[config.mk]
export PLATFORM = sky130hd
export DESIGN_NAME = gf8_reduce_seq
export DESIGN_NICKNAME = d
export VERILOG_FILES = /design/src/rtl/gf8_pkg.sv /design/src/rtl/gf8_reduce_step.sv /design/src/rtl/gf8_reduce_seq.sv
export SDC_FILE = /design/constraint.sdc
export NUM_CORES = 1
export LEC_CHECK = 0
export ABC_AREA = 1
export ABC_CLOCK_PERIOD_IN_PS = 5200
export CORE_ASPECT_RATIO = 1.75
export CORE_MARGIN = 2
export CORE_UTILIZATION = 45
export CTS_CLUSTER_DIAMETER = 150
export CTS_CLUSTER_SIZE = 12
export DETAILED_ROUTE_END_ITERATION = 10
export PLACE_DENSITY = 0.69
export SYNTH_ARGS = -nofsm -noshare
export SYNTH_HDL_FRONTEND = slang
export SYNTH_HIERARCHICAL = 1
export SYNTH_SLANG_ARGS = --single-unit
[constraint.sdc]
create_clock -name clk -period 5.2 [get_ports clk]
set_clock_uncertainty 0.2 [all_clocks]
set_input_delay 1.04 -clock clk [delete_from_list [all_inputs] [get_ports clk]]
set_output_delay 1.04 -clock clk [all_outputs]
set_load 0.01 [all_outputs]
[src/rtl/gf8_pkg.sv]
// gf8_pkg: shared types and constants for the GF(2^8) reduction blocks.
//   state_t       - sequencer FSM states
//   GF8_POLY_AES  - default reduction polynomial x^8+x^4+x^3+x+1
//   PROD_W/ELEM_W - carry-less product width / field element width
package gf8_pkg;
  localparam int PROD_W = 15;
  localparam int ELEM_W = 8;
  localparam int CNT_W  = 3;

  localparam logic [ELEM_W:0]  GF8_POLY_AES = 9'h11B;
  // Highest reducible bit is 14 = 8 + 6, so the walk starts at cnt=6.
  localparam logic [CNT_W-1:0] CNT_TOP      = 3'd6;

  typedef enum logic [1:0] {
    IDLE   = 2'd0,
    REDUCE = 2'd1,
    DONE   = 2'd2
  } state_t;
endpackage

[src/rtl/gf8_reduce_step.sv]
// gf8_reduce_step: one combinational reduction step.
//   r      in  - partial remainder (15 bits)
//   cnt    in  - bit position being cleared is 8+cnt
//   r_next out - r ^ (POLY << cnt) when bit 8+cnt is set, else r
// POLY must have bit 8 set so that the XOR clears bit 8+cnt.
module gf8_reduce_step
  import gf8_pkg::*;
#(
  parameter logic [ELEM_W:0] POLY = GF8_POLY_AES
) (
  input  logic [PROD_W-1:0] r,
  input  logic [CNT_W-1:0]  cnt,
  output logic [PROD_W-1:0] r_next
);
  logic [PROD_W-1:0] poly_sh;
  logic [PROD_W-1:0] r_sh;

  assign poly_sh = {{(PROD_W-ELEM_W-1){1'b0}}, POLY} << cnt;
  // Shift instead of indexing r[8+cnt] so no index can leave the vector.
  assign r_sh    = r >> cnt;
  assign r_next  = r_sh[ELEM_W] ? (r ^ poly_sh) : r;
endmodule

[src/rtl/gf8_reduce_seq.sv]
// gf8_reduce_seq: sequential GF(2^8) reduction of a 15-bit carry-less
// product, one bit position per cycle, fixed 7-cycle latency.
//   clk, rst             - clock, synchronous active-high reset
//   in_valid/in_ready    - product input handshake, in_prod[14:0]
//   out_valid/out_ready  - result handshake, out_elem[7:0]
//   busy                 - high while reducing
// Optional build macro GF8_REDUCE_ACC_EN adds acc_clr and an 8-bit
// XOR accumulator: out_elem = acc ^ remainder, acc <= out_elem on each
// output handshake, acc_clr zeroes acc with priority.
module gf8_reduce_seq
  import gf8_pkg::*;
#(
  parameter logic [ELEM_W:0] POLY = GF8_POLY_AES
) (
  input  logic              clk,
  input  logic              rst,
`ifdef GF8_REDUCE_ACC_EN
  input  logic              acc_clr,
`endif
  input  logic              in_valid,
  output logic              in_ready,
  input  logic [PROD_W-1:0] in_prod,
  output logic              out_valid,
  input  logic              out_ready,
  output logic [ELEM_W-1:0] out_elem,
  output logic              busy
);
  state_t             state;
  logic [PROD_W-1:0]  r;
  logic [PROD_W-1:0]  r_next;
  logic [CNT_W-1:0]   cnt;
  logic               accept;

  gf8_reduce_step #(.POLY(POLY)) u_step (
    .r      (r),
    .cnt    (cnt),
    .r_next (r_next)
  );

  // A held result frees the input slot on the same edge it is taken,
  // which is what allows back-to-back products with no bubble.
  assign in_ready = (state == IDLE) || (state == DONE && out_ready);
  assign accept   = in_valid && in_ready;

  always_ff @(posedge clk) begin
    if (rst) begin
      state     <= IDLE;
      r         <= '0;
      cnt       <= '0;
      out_valid <= 1'b0;
      busy      <= 1'b0;
    end else begin
      case (state)
        IDLE, DONE: begin
          if (accept) begin
            r         <= in_prod;
            cnt       <= CNT_TOP;
            state     <= REDUCE;
            busy      <= 1'b1;
            out_valid <= 1'b0;
          end else if (state == DONE && out_ready) begin
            state     <= IDLE;
            out_valid <= 1'b0;
          end
        end
        REDUCE: begin
          r <= r_next;
          // Always walk all 7 positions: latency never depends on data.
          if (cnt == '0) begin
            state     <= DONE;
            out_valid <= 1'b1;
            busy      <= 1'b0;
          end else begin
            cnt <= cnt - 1'b1;
          end
        end
        default: begin
          state     <= IDLE;
          out_valid <= 1'b0;
          busy      <= 1'b0;
        end
      endcase
    end
  end

`ifdef GF8_REDUCE_ACC_EN
  logic [ELEM_W-1:0] acc;

  always_ff @(posedge clk) begin
    if (rst || acc_clr)
      acc <= '0;
    else if (state == DONE && out_ready)
      acc <= out_elem;
  end

  assign out_elem = (state == DONE) ? (acc ^ r[ELEM_W-1:0]) : r[ELEM_W-1:0];
`else
  assign out_elem = r[ELEM_W-1:0];
`endif
endmodule

# Word-level counts from Yosys, hierarchy flattened
# Index checks and enable logic that the tools add are counted.
dict set report totals {
  regBits 22
  latch_bits 0
  mem_bits_rw 0
  mem_bits_ro 0
  in_bits 19
  output_inout_bits 11
  elab_cells 44
  memories 0
}
dict set report op_classes {
  add_sub_neg 1
  mul 0
  div 0
  order_cmp 0
  n_eq_ne 7
  n_shift 2
  n_mux 17
  n_bitwise 1
  n_reduce_logical 11
}
# cell count
set op_table {}
lappend op_table {{15-bit two-way mux} 2}
lappend op_table {{15-bit case mux with 2 select lines} 1}
lappend op_table {{9-bit by 3-bit left shift with 15-bit output, first input constant} 1}
lappend op_table {{15-bit by 3-bit right shift with 9-bit output} 1}
lappend op_table {{15-bit XOR} 1}
lappend op_table {{2-bit two-way mux} 3}
lappend op_table {{3-bit two-way mux} 2}
lappend op_table {{2-bit != test, second input constant} 3}
lappend op_table {{3-bit case mux with 2 select lines} 1}
lappend op_table {{3-bit AND reduction} 2}
lappend op_table {{1-bit two-way mux} 5}
lappend op_table {{1-bit case mux with 2 select lines} 2}
lappend op_table {{2-bit case mux with 2 select lines} 1}
lappend op_table {{2-bit AND reduction} 2}
lappend op_table {{3-bit logical NOT} 1}
lappend op_table {{3-bit != test, second input constant} 1}
lappend op_table {{3-bit by 1-bit subtractor with 3-bit output, second input constant} 1}
lappend op_table {{2-bit by 1-bit equality test with 1-bit output, second input constant} 1}
lappend op_table {{2-bit equality test, second input constant} 1}
lappend op_table {{1-bit logical AND} 2}
lappend op_table {{2-bit logical NOT} 1}
lappend op_table {{2-bit by 1-bit != test with 1-bit output, second input constant} 1}
lappend op_table {{2-bit nonzero test} 1}
lappend op_table {{2-bit OR reduction} 1}
lappend op_table {{1-bit logical OR} 1}

# Depth between registers and ports, before layout
dict set report logic_depth {
  word_depth 6
  depth_mapped 14
  ltp_nobuf 13
}

# By module
# Netlist, hierarchy kept.
# module instances cells_each area_per_inst_um2 seq_area_each_um2
set by_module_without_submodules {}
lappend by_module_without_submodules {gf8_reduce_seq 1 193 1232.4 440.4}
lappend by_module_without_submodules {gf8_reduce_step 1 110 606.8 0.0}

# Worst setup path before layout
# No wires, ideal clock.
dict set report synth_timing {
  path_kind {input port to output port}
  from {input out_ready}
  to {output in_ready}
  arrival_ps 1270
  required_time_ps 3960
  path_slack_ps 2690
  path_stages 2
  path_buffers 0
  path_cell_list {nor2_1 > nor2_1}
}
dict set report synth_between {
  elab_chain_cells 2
}
# item line_no
set synth_rtl {}
lappend synth_rtl {{from (decl)} gf8_reduce_seq.sv:24} ;# input logic out_ready,
lappend synth_rtl {{1-bit logical AND} gf8_reduce_seq.sv:42} ;# assign in_ready = (state == IDLE) || (state == DONE && out_ready);
lappend synth_rtl {{1-bit logical OR} gf8_reduce_seq.sv:42}
lappend synth_rtl {{to (decl)} gf8_reduce_seq.sv:21} ;# output logic in_ready,
# No other way between the ends.

# Worst setup path after layout
# Ends and elaborated chain as after synthesis.

==> results.py <==
metrics = {
    "yosys": {
        "yosysMostFrequentCell": "nand2_1",
        "syn_area_per_cell_um2": 6.070,
        "synthArstFlopShare_pct": 0,
        "synth-edff-count": 0,
        "synth.top_cell.area_share_pct": 25.51,
        "syn-num-nets": 329,
        "yosys-top-cells-count": "nand2_1, nor2_1, dfxtp_1",
        "synth.area.top_cells": "nand2_1, dfxtp_1, nor2_1",
        "yosys_most_used_dff": "dfxtp_1",
        "synth_seq_cells": 22,
        "yosysWarnings": 6,
        "synth_area_um2": 1839,
        "synth_cells": 303,
        "synth_cell_types": 23,
        "yosysTopAreaCell": "nand2_1",
        "yosysSeqAreaShare_pct": 23.95,
    },
    "place": {
        "numPortBuffers": 29,
        "globalplace.congestion": 0.8538,
        "dpl-instance-area_um2": 2039,
        "placed_cells": 360,
        "dpl.hpwl_mm": 2.787,
    },
    "clock_tree": {
        "htreeDepth": 1,
        "cts_sinks": 22,
        "postCtsSetupBuffers": 0,
        "insertion_delay_ps": 280,
        "post_cts_resized": 0,
        "cts_inserted_buffers": 3,
        "cts-hold-fix-buffers": 0,
        "clockRootBuffer": "clkbuf_8",
        "tritoncts": "yes",
        "clk_pin_slew_ps": 100,
        "clk_path_buf_depth": 2,
    },
    "timing": {
        "worstMarginPinSlew_ps": 857.2,
        "layout_worst_path_cycle_share_pct": 66.22,
        "slew_violations": 0,
        "setup_viol": 0,
        "finalHoldViolCount": 0,
        "min_period_ps": 3444,
        "rsz0062_at_grt": "no",
        "max_slew_margin_pct": 42.69,
        "max_freq_mhz": 290.4,
        "tns_ps": 0,
    },
    "critical_path": {
        "cp_max_fo": 3,
        "r2r_cells": 11,
        "cp-end-kind": "output port",
        "r2r_end": "r[14]",
        "cp.required_ps": 3960,
        "rr_startpoint": "cnt[0]",
        "crit_path_start_kind": "input pin",
        "arrival_ps": 2200,
        "crit_type": "in -> out",
        "r2r_slack_ps": 2940,
        "critPathLaunch": "out_ready",
    },
    "finish": {
        "drive_above_1_share_pct": 5.063,
        "final_nets": 343,
        "antenna_cells": 0,
        "area_growth_pct": 14.76,
        "fin_area_um2": 2111,
        "instances_no_fill": 364,
    },
    "global_routing": {
        "grt_pass1_wl_mm": 7.169,
        "grt.overflow.total": 0,
        "grt_max_degree": 33,
        "first_global_vias": 1632,
        "antenna_found_initial": 0,
        "grt.total_usage_pct": 20.26,
    },
    "worst_hold_path": {
        "holdPathStages": 2,
        "holdCritPathClass": "reg -> reg",
        "holdPathEnd": "busy",
        "min-delay-start": "busy",
    },
    "die": {
        "rows": 30,
        "chipWidth_um": 52.33,
        "die-area_um2": 4634,
        "die_h_um": 88.57,
        "ioPinCount": 30,
        "start_util_pct": 47.12,
        "coreArea_um2": 3904,
    },
    "detailed_routing": {
        "drc": 0,
        "via_count": 1740,
        "drt_wl_total_mm": 4.198,
        "dr.pass1.iters": 4,
        "ant_nets": 0,
        "wl_per_cell_um": 11.53,
        "via_per_inst": 4.780,
        "drtIter0Drc": 32,
    },
    "power_and_ir_drop": {
        "peakVddDrop_uv": 216.4,
        "power_leakage_nw": 1.051,
        "powerDensity_nw_per_um2": 311.3,
        "total_power_mw": 0.6570,
    },
    "run": {
        "drv_cap": 0,
    },
    "run_status": {
        "outcome": "finished, final reports clean",
    },
}
-- layer usage --
layer	wire length, um	GRT usage [%]	vias to the layer above
met2	2187	38.30	21
li1	-	-	946
met5	0	0	-
met1	1853	22.05	768
met3	82	1.689	5
met4	74	8.858	0
-- where the power goes --
| group | internal, mW | total, mW | switching (mW) | leakage, nW |
|---|---|---|---|---|
| clock network | 0.103 | 0.173 | 0.0693 | 0.0357 |
| logic | 0.116 | 0.265 | 0.149 | 0.833 |
| registers | 0.191 | 0.219 | 0.0286 | 0.182 |
| total | 0.410 | 0.657 | 0.247 | 1.05 |
-- sequential cells by signal, summed over array words and instances (netlist names) --
signal	count
cnt	3
out_valid	1
state	2
busy	1
r	15
-- cell families (layout without fill, tap and decap cells) --
family | Yosys count | in the layout | share of synthesized area (%)
buf+inv | 42 | 55 | 12.65
fa+ha+maj | 7 | 7 | 4.762
simple gates | 204 | 204 | 47.35
compound gates | 13 | 13 | 4.149
flops | 22 | 22 | 23.95
xor+xnor | 15 | 15 | 7.143
-- area by class of cell --
class | instances | area [um2]
clock buffers | 3 | 41.29
clock inverters | 1 | 30.03
fillers | 438 | 1793
inverters | 22 | 82.58
multi-input cells | 239 | 1166
flip-flops and latches | 22 | 440.4
well taps | 48 | 60.06
repair buffers | 29 | 290.3
-- how the worst max path moves through the flow --
stage | to | cells past startpoint
after floorplan | in_ready | 2
after global placement | in_ready | 4
after detailed placement | in_ready | 4
after CTS | in_ready | 4
after global routing | in_ready | 4
final | in_ready | 4
-- layout by cell type, fill, tap and decap left out --
master,Yosys,layout
bufinv_16,0,1
o21ai_0,7,7
nand2_4,1,1
clkdlybuf4s50_1,0,29
nor2_1,39,39
nor2_4,1,1
a21oi_1,4,4
o21ai_1,1,1
nor2_2,1,1
nand3_1,19,19
inv_2,5,5
dfxtp_1,22,22
xor2_1,7,7
inv_1,16,16
a21oi_4,1,1
xnor2_1,8,8
clkinv_1,1,1
ha_1,7,7
nand2_1,125,125
nand2_2,3,3
clkbuf_8,0,3
nand3b_1,15,15
-- worst max-delay path, cell delays in order --
cell,delay (ps)
clkdlybuf4s50_1,480
nor2_1,70
nor2_1,80
clkdlybuf4s50_1,530
-- per-stage QoR --
| stage | utilization, % | setup WS (ps) | hold WS [ps] |
|---|---|---|---|
| 2_1_floorplan | - | 2690 | 269.5 |
| 3_3_place_gp | 52.24 | 1759 | 236.4 |
| 3_5_place_dp | 52.24 | 1739 | 243.5 |
| 4_1_cts | 54.07 | 1743 | 260.8 |
| 5_1_grt | 54.07 | 1712 | 291.9 |
| 6_report | 54.07 | 1756 | 252.5 |
Power figures use the tool's default switching activity.
==> variant: new RTL, same settings <==
Build with the macro `GF8_REDUCE_ACC_EN` defined.
--- a/src/rtl/gf8_reduce_seq.sv
+++ b/src/rtl/gf8_reduce_seq.sv
@@ -9,2 +9,4 @@
 // output handshake, acc_clr zeroes acc with priority.
+`define GF8_REDUCE_ACC_EN
+
 module gf8_reduce_seq
Ports: changed (added acc_clr); port bits go from 30 to 31. No check against the original RTL was run, so the function may have changed too.
==> variant against the unedited design <==
Area after synthesis increased by 14%; sequential share of layout area increased by 3.6 points; setup slack got worse by 0.16 ns; design area increased by 16%; largest power group is now registers; synthesized cell count increased by 9.2%; highest routed layer unchanged; first-iteration DRC count increased by 88%; critical endpoint unchanged; routed wire length increased by 7.9%; sequential cell count increased by 8; total power increased by 11%; global-route usage decreased by 1.6 points; utilization increased by 1.2 points; register-to-register slack improved by 0.07 ns.
==> variant: results (changes against the unedited design) <==
<table>
<tr><th>Metric</th><th>Value</th></tr>
<tr><th colspan="2">Outcome</th></tr>
<tr><td>Status</td><td>finished clean</td></tr>
<tr><th colspan="2">Global routing</th></tr>
<tr><td>Maximum number of pins on one net before global-route repair</td><td>19 (-42%)</td></tr>
<tr><td>Aggregate global-route resource usage</td><td>18.7% (-1.6 points)</td></tr>
<tr><td>Met2 demand-to-capacity share in global routing</td><td>36.4% (-1.9 points)</td></tr>
<tr><td>Wire length of the first global-routing pass</td><td>7820 µm (+9.1%)</td></tr>
<tr><td>Met3 Use GR</td><td>3.17% (+1.5 points)</td></tr>
<tr><td>Via count of the first global-routing pass</td><td>1809 (+11%)</td></tr>
<tr><th colspan="2">Placement</th></tr>
<tr><td>Total placed instance area</td><td>2380 µm² (+17%)</td></tr>
<tr><td>Routability congestion estimate from global placement</td><td>0.846 (-0.97%)</td></tr>
<tr><th colspan="2">Synth</th></tr>
<tr><td>Commonest cells in the netlist</td><td>sky130_fd_sc_hd__nand2_1, sky130_fd_sc_hd__nor2_1, sky130_fd_sc_hd__dfxtp_1</td></tr>
<tr><td>Count of cell types in the netlist</td><td>27 (+17%)</td></tr>
<tr><td>Share of the yosys chip area belonging to registers</td><td>28.7% (+4.7 points)</td></tr>
<tr><td>Top cells by area in the synthesized netlist</td><td>sky130_fd_sc_hd__dfxtp_1, sky130_fd_sc_hd__nand2_1, sky130_fd_sc_hd__xnor2_1</td></tr>
<tr><td>Synthesized netlist net count</td><td>358 (+8.8%)</td></tr>
<tr><th colspan="2">STA</th></tr>
<tr><td>Worst slew margin relative to its limit</td><td>59.3% (+17 points)</td></tr>
<tr><th colspan="2">Detailed routing</th></tr>
<tr><td>DRT Wirelength</td><td>4530 µm (+7.9%)</td></tr>
<tr><th colspan="2">Cells and area</th></tr>
<tr><td>Fill cells</td><td>461 (+5.3%)</td></tr>
<tr><td>Final Net Count</td><td>384 (+12%)</td></tr>
<tr><td>Non-clock inverter count in the final layout</td><td>37 (+68%)</td></tr>
<tr><td>Layout clock buffer count</td><td>5 (+2)</td></tr>
<tr><td>Fraction of standard cell area that is sequential</td><td>24.5% (+3.6 points)</td></tr>
<tr><td>Clock-cell share of area</td><td>3.21% (-0.17 points)</td></tr>
<tr><td>Share of cells above drive strength 1</td><td>7.00% (+1.9 points)</td></tr>
<tr><td>Top flop regs</td><td>r: 15 flops, acc: 8 flops, cnt: 3 flops</td></tr>
<tr><th colspan="2">Power</th></tr>
<tr><td>Leakage power</td><td>0.00118 µW (+12%)</td></tr>
<tr><td>Largest vdd supply drop</td><td>0.000238 V (+10%)</td></tr>
<tr><th colspan="2">Critical path</th></tr>
<tr><td>Worst Path Arrival</td><td>2.36 ns (+0.16 ns)</td></tr>
<tr><td>Capturing point of the worst reg2reg path</td><td>r[8]</td></tr>
<tr><td>R2R setup slack</td><td>3.01 ns (+0.07 ns)</td></tr>
</table>
==> variant: metrics by stage <==
step | utilization, % | hold slack, ns | setup WS (ns) | cells
global route | 55.3 | 0.289 | 1.53 | 408
detailed placement | 53.5 | 0.258 | 1.58 | 401
finish | 55.3 | 0.262 | 1.60 | 408
global placement | 53.5 | 0.248 | 1.60 | 401
floorplan | - | 0.277 | 2.62 | 331
CTS | 55.3 | 0.268 | 1.58 | 408
==> variant: cells by family after synthesis <==
| logic type | share of synthesized area, % |
|---|---|
| compound gates | 11.9 |
| xor+xnor | 9.62 |
| buf+inv | 10.6 |
| simple gates | 35.0 |
| flops | 28.7 |
| fa+ha+maj | 4.18 |
==> variant: report_power, final <==
part	internal [µW]	switching [µW]	leakage, µW
Sequential	253	31.5	0.000247
Combinational	115	153	0.000892
Clock	89.7	88.8	0.0000438
==> variant: per-layer routing <==
metal / vias up / wire (µm)
met3: 5 / 98
met4: 0 / 60
li1: 1076 / -
met1: 865 / 1910
met5: - / 0
met2: 22 / 2460
